## src/rtl/spmv_row_accum_if.sv

```systemverilog
// Operand-beat, result and pass-control signals shared by fetch, the row
// accumulator and write-back.
interface spmv_row_accum_if #(
  parameter int DW = 32,
  parameter int RW = 16
);
  logic          start;
  logic [RW-1:0] nrows;
  logic          in_valid;
  logic          in_ready;
  logic [DW-1:0] in_mval;
  logic [DW-1:0] in_vval;
  logic          in_last;
  logic          in_empty;
  logic          out_valid;
  logic          out_ready;
  logic [RW-1:0] out_row;
  logic [DW-1:0] out_data;
  logic          done;
  logic          ovf;

  modport master (
    output start, nrows, in_valid, in_mval, in_vval, in_last, in_empty, out_ready,
    input  in_ready, out_valid, out_row, out_data, done, ovf
  );

  modport slave (
    input  start, nrows, in_valid, in_mval, in_vval, in_last, in_empty, out_ready,
    output in_ready, out_valid, out_row, out_data, done, ovf
  );
endinterface

```

## src/rtl/spmv_row_accum.sv

```systemverilog
// Sparse matrix-vector row accumulator: multiply stage, per-row accumulate
// stage and a small result FIFO toward write-back.
module spmv_row_accum #(
  parameter int DW    = 32,
  parameter int DEPTH = 4,
  parameter int RW    = 16
) (
  input logic             Clk,
  input logic             Rst,
  spmv_row_accum_if.slave bus
);
  localparam int AW = $clog2(DEPTH);
  localparam int CW = AW + 1;
  localparam int OW = CW + 1;

  typedef enum logic [1:0] {IDLE, RUN, DRAIN, DONE} state_e;
  state_e state_q, state_d;

  logic [RW-1:0] nrows_q, rows_in_q, row_idx_q;
  logic          s1_valid_q, s1_close_q, s1_empty_q, s1_hi_q;
  logic [DW-1:0] s1_prod_q, acc_q;
  logic          r_valid_q;
  logic [RW-1:0] r_row_q;
  logic [DW-1:0] r_data_q;
  logic [RW-1:0] mem_row  [DEPTH];
  logic [DW-1:0] mem_data [DEPTH];
  logic [AW-1:0] wr_ptr_q, rd_ptr_q;
  logic [CW-1:0] cnt_q;
  logic          ovf_q, done_q;

  logic            start_acc, beat, close_beat, last_row, push, pop, fifo_nz;
  logic [2*DW-1:0] full_prod;
  logic [DW:0]     sum;
  logic [OW-1:0]   occupancy;

  // Closed rows still in the pipeline hold a FIFO slot, so a push never finds it full.
  assign occupancy  = {1'b0, cnt_q} + OW'(s1_valid_q && s1_close_q) + OW'(r_valid_q);
  assign start_acc  = (state_q == IDLE) && bus.start;
  assign beat       = bus.in_valid && bus.in_ready;
  assign close_beat = beat && (bus.in_last || bus.in_empty);
  assign last_row   = (rows_in_q == nrows_q - RW'(1));
  assign full_prod  = {{DW{1'b0}}, bus.in_mval} * {{DW{1'b0}}, bus.in_vval};
  assign sum        = {1'b0, acc_q} + {1'b0, s1_prod_q};
  assign fifo_nz    = (cnt_q != '0);
  assign push       = r_valid_q;
  assign pop        = fifo_nz && bus.out_ready;

  assign bus.in_ready  = (state_q == RUN) && (occupancy < OW'(DEPTH));
  assign bus.out_valid = fifo_nz;
  assign bus.out_row   = fifo_nz ? mem_row[rd_ptr_q]  : '0;
  assign bus.out_data  = fifo_nz ? mem_data[rd_ptr_q] : '0;
  assign bus.done      = done_q;
  assign bus.ovf       = ovf_q;

  // NOTE: every path assigns the default first, so no latch can be inferred.
  always_comb begin
    state_d = state_q;
    case (state_q)
      IDLE:    if (bus.start) state_d = (bus.nrows == '0) ? DONE : RUN;
      RUN:     if (close_beat && last_row) state_d = DRAIN;
      DRAIN:   if (!s1_valid_q && !r_valid_q && !fifo_nz) state_d = DONE;
      DONE:    state_d = IDLE;
      default: state_d = IDLE;
    endcase
  end

  // NOTE: sequential state uses non-blocking assignments so every register samples pre-edge values.
  always_ff @(posedge Clk or negedge Rst) begin
    if (!Rst) state_q <= IDLE;
    else      state_q <= state_d;
  end

  always_ff @(posedge Clk or negedge Rst) begin
    if (!Rst) begin
      nrows_q    <= '0;
      rows_in_q  <= '0;
      row_idx_q  <= '0;
      s1_valid_q <= 1'b0;
      s1_close_q <= 1'b0;
      s1_empty_q <= 1'b0;
      s1_hi_q    <= 1'b0;
      s1_prod_q  <= '0;
      acc_q      <= '0;
      r_valid_q  <= 1'b0;
      r_row_q    <= '0;
      r_data_q   <= '0;
      ovf_q      <= 1'b0;
      done_q     <= 1'b0;
    end else begin
      s1_valid_q <= beat;
      s1_close_q <= close_beat;
      s1_empty_q <= bus.in_empty;
      s1_prod_q  <= bus.in_empty ? '0 : full_prod[DW-1:0];
      s1_hi_q    <= !bus.in_empty && (full_prod[2*DW-1:DW] != '0);

      r_valid_q <= s1_valid_q && s1_close_q;
      if (s1_valid_q) begin
        if (s1_close_q) begin
          r_row_q   <= row_idx_q;
          r_data_q  <= s1_empty_q ? '0 : sum[DW-1:0];
          acc_q     <= '0;
          row_idx_q <= row_idx_q + RW'(1);
        end else begin
          acc_q <= sum[DW-1:0];
        end
        if (s1_hi_q || sum[DW]) ovf_q <= 1'b1;
      end

      if (close_beat) rows_in_q <= rows_in_q + RW'(1);

      if (start_acc) begin
        nrows_q   <= bus.nrows;
        rows_in_q <= '0;
        row_idx_q <= '0;
        acc_q     <= '0;
        ovf_q     <= 1'b0;
      end

      done_q <= (state_q == DONE);
    end
  end

  always_ff @(posedge Clk or negedge Rst) begin
    if (!Rst) begin
      wr_ptr_q <= '0;
      rd_ptr_q <= '0;
      cnt_q    <= '0;
    end else begin
      if (push) wr_ptr_q <= wr_ptr_q + AW'(1);
      if (pop)  rd_ptr_q <= rd_ptr_q + AW'(1);
      case ({push, pop})
        2'b10:   cnt_q <= cnt_q + CW'(1);
        2'b01:   cnt_q <= cnt_q - CW'(1);
        default: cnt_q <= cnt_q;
      endcase
    end
  end

  // NOTE: the storage array is not reset; the outputs are masked to zero while the FIFO is empty.
  always_ff @(posedge Clk) begin
    if (push) begin
      mem_row[wr_ptr_q]  <= r_row_q;
      mem_data[wr_ptr_q] <= r_data_q;
    end
  end
endmodule

```

## src/flat_wrapper.sv

```systemverilog
// flat-port wrapper written by rule: the top's interface ports become plain ports
module spmv_row_accum_flat 
#(
  parameter int DW    = 32,
  parameter int DEPTH = 4,
  parameter int RW    = 16
)
  (Clk, Rst, bus_start, bus_nrows, bus_in_valid, bus_in_mval, bus_in_vval, bus_in_last, bus_in_empty, bus_out_ready, bus_in_ready, bus_out_valid, bus_out_row, bus_out_data, bus_done, bus_ovf);
  spmv_row_accum_if #(.DW(DW), .RW(RW)) bus_i ();
  input logic Clk;
  input logic Rst;
  input wire logic [$bits(bus_i.start)-1:0] bus_start;
  input wire logic [$bits(bus_i.nrows)-1:0] bus_nrows;
  input wire logic [$bits(bus_i.in_valid)-1:0] bus_in_valid;
  input wire logic [$bits(bus_i.in_mval)-1:0] bus_in_mval;
  input wire logic [$bits(bus_i.in_vval)-1:0] bus_in_vval;
  input wire logic [$bits(bus_i.in_last)-1:0] bus_in_last;
  input wire logic [$bits(bus_i.in_empty)-1:0] bus_in_empty;
  input wire logic [$bits(bus_i.out_ready)-1:0] bus_out_ready;
  output wire logic [$bits(bus_i.in_ready)-1:0] bus_in_ready;
  output wire logic [$bits(bus_i.out_valid)-1:0] bus_out_valid;
  output wire logic [$bits(bus_i.out_row)-1:0] bus_out_row;
  output wire logic [$bits(bus_i.out_data)-1:0] bus_out_data;
  output wire logic [$bits(bus_i.done)-1:0] bus_done;
  output wire logic [$bits(bus_i.ovf)-1:0] bus_ovf;
  assign bus_i.start = bus_start;
  assign bus_i.nrows = bus_nrows;
  assign bus_i.in_valid = bus_in_valid;
  assign bus_i.in_mval = bus_in_mval;
  assign bus_i.in_vval = bus_in_vval;
  assign bus_i.in_last = bus_in_last;
  assign bus_i.in_empty = bus_in_empty;
  assign bus_i.out_ready = bus_out_ready;
  assign bus_in_ready = bus_i.in_ready;
  assign bus_out_valid = bus_i.out_valid;
  assign bus_out_row = bus_i.out_row;
  assign bus_out_data = bus_i.out_data;
  assign bus_done = bus_i.done;
  assign bus_ovf = bus_i.ovf;
  spmv_row_accum #(.DW(DW), .DEPTH(DEPTH), .RW(RW)) u_core (.Clk(Clk), .Rst(Rst), .bus(bus_i));
endmodule
```

## config.mk

```make
export PLATFORM = sky130hd
export DESIGN_NAME = spmv_row_accum_flat
export DESIGN_NICKNAME = d
export VERILOG_FILES = /design/src/rtl/spmv_row_accum_if.sv /design/src/rtl/spmv_row_accum.sv /design/src/flat_wrapper.sv
export SDC_FILE = /design/constraint.sdc
export NUM_CORES = 2
export LEC_CHECK = 0
export BUFFER_PORTS_ARGS = -buffer_cell sky130_fd_sc_hd__buf_2
export CELL_PAD_IN_SITES_DETAIL_PLACEMENT = 1
export CELL_PAD_IN_SITES_GLOBAL_PLACEMENT = 1
export CORE_AREA = 2 2 215 429
export DETAILED_ROUTE_END_ITERATION = 16
export DIE_AREA = 0 0 217 431
export PLACE_DENSITY_LB_ADDON = 0.25
export SLEW_MARGIN = 15
export SYNTH_ARGS = -nofsm -noshare
export SYNTH_HDL_FRONTEND = slang
export SYNTH_SLANG_ARGS = --single-unit
```

## constraint.sdc

```tcl
create_clock -name Clk -period 8.24 [get_ports Clk]
set_clock_uncertainty 0.1 [all_clocks]
set_input_delay 0 -clock Clk [delete_from_list [all_inputs] [get_ports Clk]]
set_output_delay 0 -clock Clk [all_outputs]
set_load 0.05 [all_outputs]
```

==> flow_metrics.env <==
export IMPL_crit_top_cell="fa_1"
export IMPL_gp_congestion=1.01
export IMPL_place_hpwl_mm=140
export IMPL_synthFlopType="edfxtp_1"
export IMPL_die_height_microns=431
export IMPL_ys_ff_latch=368
export IMPL_clock_latency_ns=0.61
export IMPL_synthXorXnorAreaFrac_pct=2.22
export IMPL_cts_root_buf="clkbuf_16"
export IMPL_synthCells=4800
export IMPL_violations="negative hold slack"
export IMPL_grt_pass1_vias=43100
export IMPL_synth_area_per_cell_sq_um=10.3
export IMPL_tns_ns=0
export IMPL_hold_viol_final=10
export IMPL_port_buffers=138
export IMPL_hold_class="input port to asynchronous set/reset pin"
export IMPL_timing_hold_ws_ns=-0.0298
export IMPL_fmax_mhz=127
export IMPL_synth_top_area_share_pct=36.5
export IMPL_outcome="finished, violations left"
export IMPL_numCtsBuffers=28
export IMPL_cts_sinks=368
export IMPL_ys_types=85
export IMPL_synth_top_family_by_area="adder cells"
export IMPL_syn_area_sq_mm=0.0492
export IMPL_drc=0
export IMPL_cts_tree="yes"
export IMPL_row_count=156
export IMPL_vias_per_cell=6.07
export IMPL_period_share_pct=95.9
export IMPL_cap_violations=0
export IMPL_grt_max_degree=102
export IMPL_ys_seq_area_share_pct=20.7
export IMPL_start_util_pct=54.6
export IMPL_grt_use_total_pct=39.2
export IMPL_globalRouteMet2Util_pct=71.2
export IMPL_overflow=0
export IMPL_fillers=9879
export IMPL_met3_usage_pct=6.31
export IMPL_slew_headroom_pct=28.1
export IMPL_synth_edf_count=192
export IMPL_reg2reg_from="u_core.s1_valid_q$_DFF_PN0_"
export IMPL_yosys_warnings=0
export IMPL_path_max_fanout=20
export IMPL_synthSimpleGateAreaFrac_pct=16.6
export IMPL_tightest_slew_ns=1.08
export IMPL_worst_r2r_path_depth=13
export IMPL_clk_pin_slew_worst_paths_ns=0.08
export IMPL_clock_path_buffers=3
export IMPL_ant_nets=0
export IMPL_grt_pass1_wl_mm=265
export IMPL_drtIter0Drc=2311
export IMPL_timing_final_crit_period_ns=7.90
export IMPL_synth_compound_area_share_pct=6.17
export IMPL_reg2reg_to="u_core.state_q[1]$_DFFE_PN0P_"
export IMPL_netlist_top_cell_by_area="fa_1"
export IMPL_critical_path_required_ns=8.57
export IMPL_syn_num_nets=6094
export IMPL_async_flop_share_pct=47.8
export IMPL_wl_per_cell_microns=29.1
export IMPL_final_core_util_pct=58.8
export IMPL_crit_path_top_delay_cell="fa_1"
export IMPL_path_class="input port to flop"
export IMPL_start_kind="input port"
export IMPL_ctsHtreeMaxLevel=1
export IMPL_drv_slew=0
export IMPL_grtUsageMet1_pct=35.0
export IMPL_instances_no_fill=6097
export IMPL_ios=139
export IMPL_area_growth_syn_to_layout_pct=7.74
export IMPL_antenna_found_initial=9
export IMPL_vias=37000
export IMPL_critPathMaxStageDelay_ns=0.80
export IMPL_die_x_microns=217
export IMPL_drt_first_pass_iters=6
export IMPL_synth_fa_ha_area_share_pct=44.4
export IMPL_rsz0062_at_grt="false"
export IMPL_dp_cells=6017
export IMPL_die_area_sq_mm=0.0935
export IMPL_drive_above_1_share_pct=9.13
export IMPL_core_sq_mm=0.0902
export IMPL_setup_violations=0
export IMPL_end_kind="flop"
export IMPL_synth_area_top_cells="fa_1 (37%), edfxtp_1 (12%), dfrtp_1 (8.9%)"
export IMPL_synthMuxAreaShare_pct=2.41
export IMPL_worstPathArrival_ns=8.23
export IMPL_r2r_slack_ns=3.60
export IMPL_routed_wl_mm=177
export IMPL_fin_nets=6180
export IMPL_top_usage_layer="met2"
export IMPL_critPathTopFamily="adder cells"
export IMPL_path_buf_inv=4
## cells in the final DEF (no fill, tap or decap), types with 10 or more instances in the layout
cell / count
nor4_1: 11
clkbuf_16: 29
a21o_1: 51
nor2b_1: 19
a31oi_1: 12
fa_1: 898
nor2_1: 128
or3_1: 14
buf_4: 164
and2_1: 646
edfxtp_1: 192
a21oi_1: 122
o211ai_1: 16
nand2_1: 617
o21bai_1: 10
nand2b_1: 18
o21ai_1: 14
xnor2_1: 63
buf_2: 136
a22o_1: 52
dlygate4sd3_1: 24
nand4_1: 33
nand3_1: 45
inv_1: 709
and3_1: 13
nor3_1: 23
ha_1: 309
a211oi_1: 19
buf_12: 10
dfrtp_1: 174
xor2_1: 62
o21ai_0: 73
mux4_2: 48
## cells in the mapped netlist (4+ instances only)
cell,n
fa_1,898
inv_1,709
and2_1,651
nand2_1,618
ha_1,309
clkbuf_1,262
edfxtp_1,192
dfrtp_1,176
nor2_1,129
a21oi_1,123
o21ai_0,74
xnor2_1,63
xor2_1,62
a22o_1,52
a21o_1,51
mux4_2,48
nand3_1,45
nand4_1,33
nor3_1,23
a211oi_1,19
nor2b_1,19
nand2b_1,18
o211ai_1,16
or3_1,14
and3_1,13
o21ai_1,13
a31oi_1,12
buf_2,11
nor4_1,11
o21bai_1,10
mux2i_1,8
o31ai_1,8
a211o_1,7
buf_1,7
nand3b_1,7
o21a_1,5
a21boi_0,4
a221oi_1,4
and4_1,4
nor3b_1,4
## metrics by stage
step                instance area [sq um]  hold WS (ns)  worst slack [ns]
floorplan                           49200        -0.396              1.11
global placement                    51800        0.0370             0.166
detailed placement                  51800        0.0687           -0.0944
CTS                                 53000       0.00901             0.542
global route                        53000        0.0615            0.0420
finish                              53000       -0.0298             0.338
## logic make-up (layout without fill, tap and decap cells)
logic type      Yosys count  count (layout)
simple gates           1604            1604
xor+xnor                125             125
compound gates          448             448
other cells               0               4
fa+ha+maj              1207            1207
buf+inv                 990            1098
flops                   368             368
mux                      58              58
## registers in the layout, summed over array words and instances, names as in the netlist
signal / flops
u_core.acc_q: 32
u_core.bus.done: 1
u_core.bus.ovf: 1
u_core.cnt_q: 3
u_core.mem_data: 128
u_core.mem_row: 64
u_core.nrows_q: 16
u_core.push: 1
u_core.r_data_q: 32
u_core.r_row_q: 16
u_core.rd_ptr_q: 2
u_core.row_idx_q: 16
u_core.rows_in_q: 16
u_core.s1_close_q: 1
u_core.s1_empty_q: 1
u_core.s1_hi_q: 1
u_core.s1_prod_q: 32
u_core.s1_valid_q: 1
u_core.state_q: 2
u_core.wr_ptr_q: 2
## per-layer routing
layer | vias up | share of wire, %
met5 | - | 0.032
met4 | 10 | 13
met3 | 887 | 5.4
met2 | 1626 | 53
met1 | 19300 | 28
li1 | 15200 | -
## worst max path at each step
stage | slack, ns | from | endpoint | depth (start not counted)
final | 0.34 | bus_in_vval[5] | u_core.s1_hi_q$_DFF_PN0_ | 25
after global routing | 0.04 | bus_in_vval[5] | u_core.s1_hi_q$_DFF_PN0_ | 26
after CTS | 0.54 | bus_in_vval[18] | u_core.s1_hi_q$_DFF_PN0_ | 23
after detailed placement | -0.09 | bus_in_vval[18] | u_core.s1_hi_q$_DFF_PN0_ | 23
after global placement | 0.17 | bus_in_mval[12] | u_core.s1_hi_q$_DFF_PN0_ | 25
after floorplan | 1.11 | bus_in_mval[12] | u_core.s1_hi_q$_DFF_PN0_ | 27
## final cells by class
| type | instances | area [sq um] | area share (%) |
|---|---|---|---|
| antenna | 4 | 10.0 | 0.0189 |
| multi-input combinational | 3442 | 35300 | 66.6 |
| clock buffer | 33 | 751 | 1.42 |
| inverter | 710 | 2670 | 5.03 |
| clock inverter | 19 | 231 | 0.437 |
| timing repair buffer | 336 | 2370 | 4.48 |
| sequential | 368 | 10200 | 19.2 |
| tap | 1185 | 1480 | 2.80 |
## timing repair
| item | CTS | global route |
|---|---|---|
| buffers inserted | 0 | 0 |
| resized for setup | 0 | 3 |
| hold buffers | 24 | 0 |
| endpoints found under the setup margin | 0 | 1 |
| endpoints found under the hold margin | 155 | 0 |
Power is not shown: default switching activity piles up to over one toggle a cycle in this logic, so the estimate is an artifact.
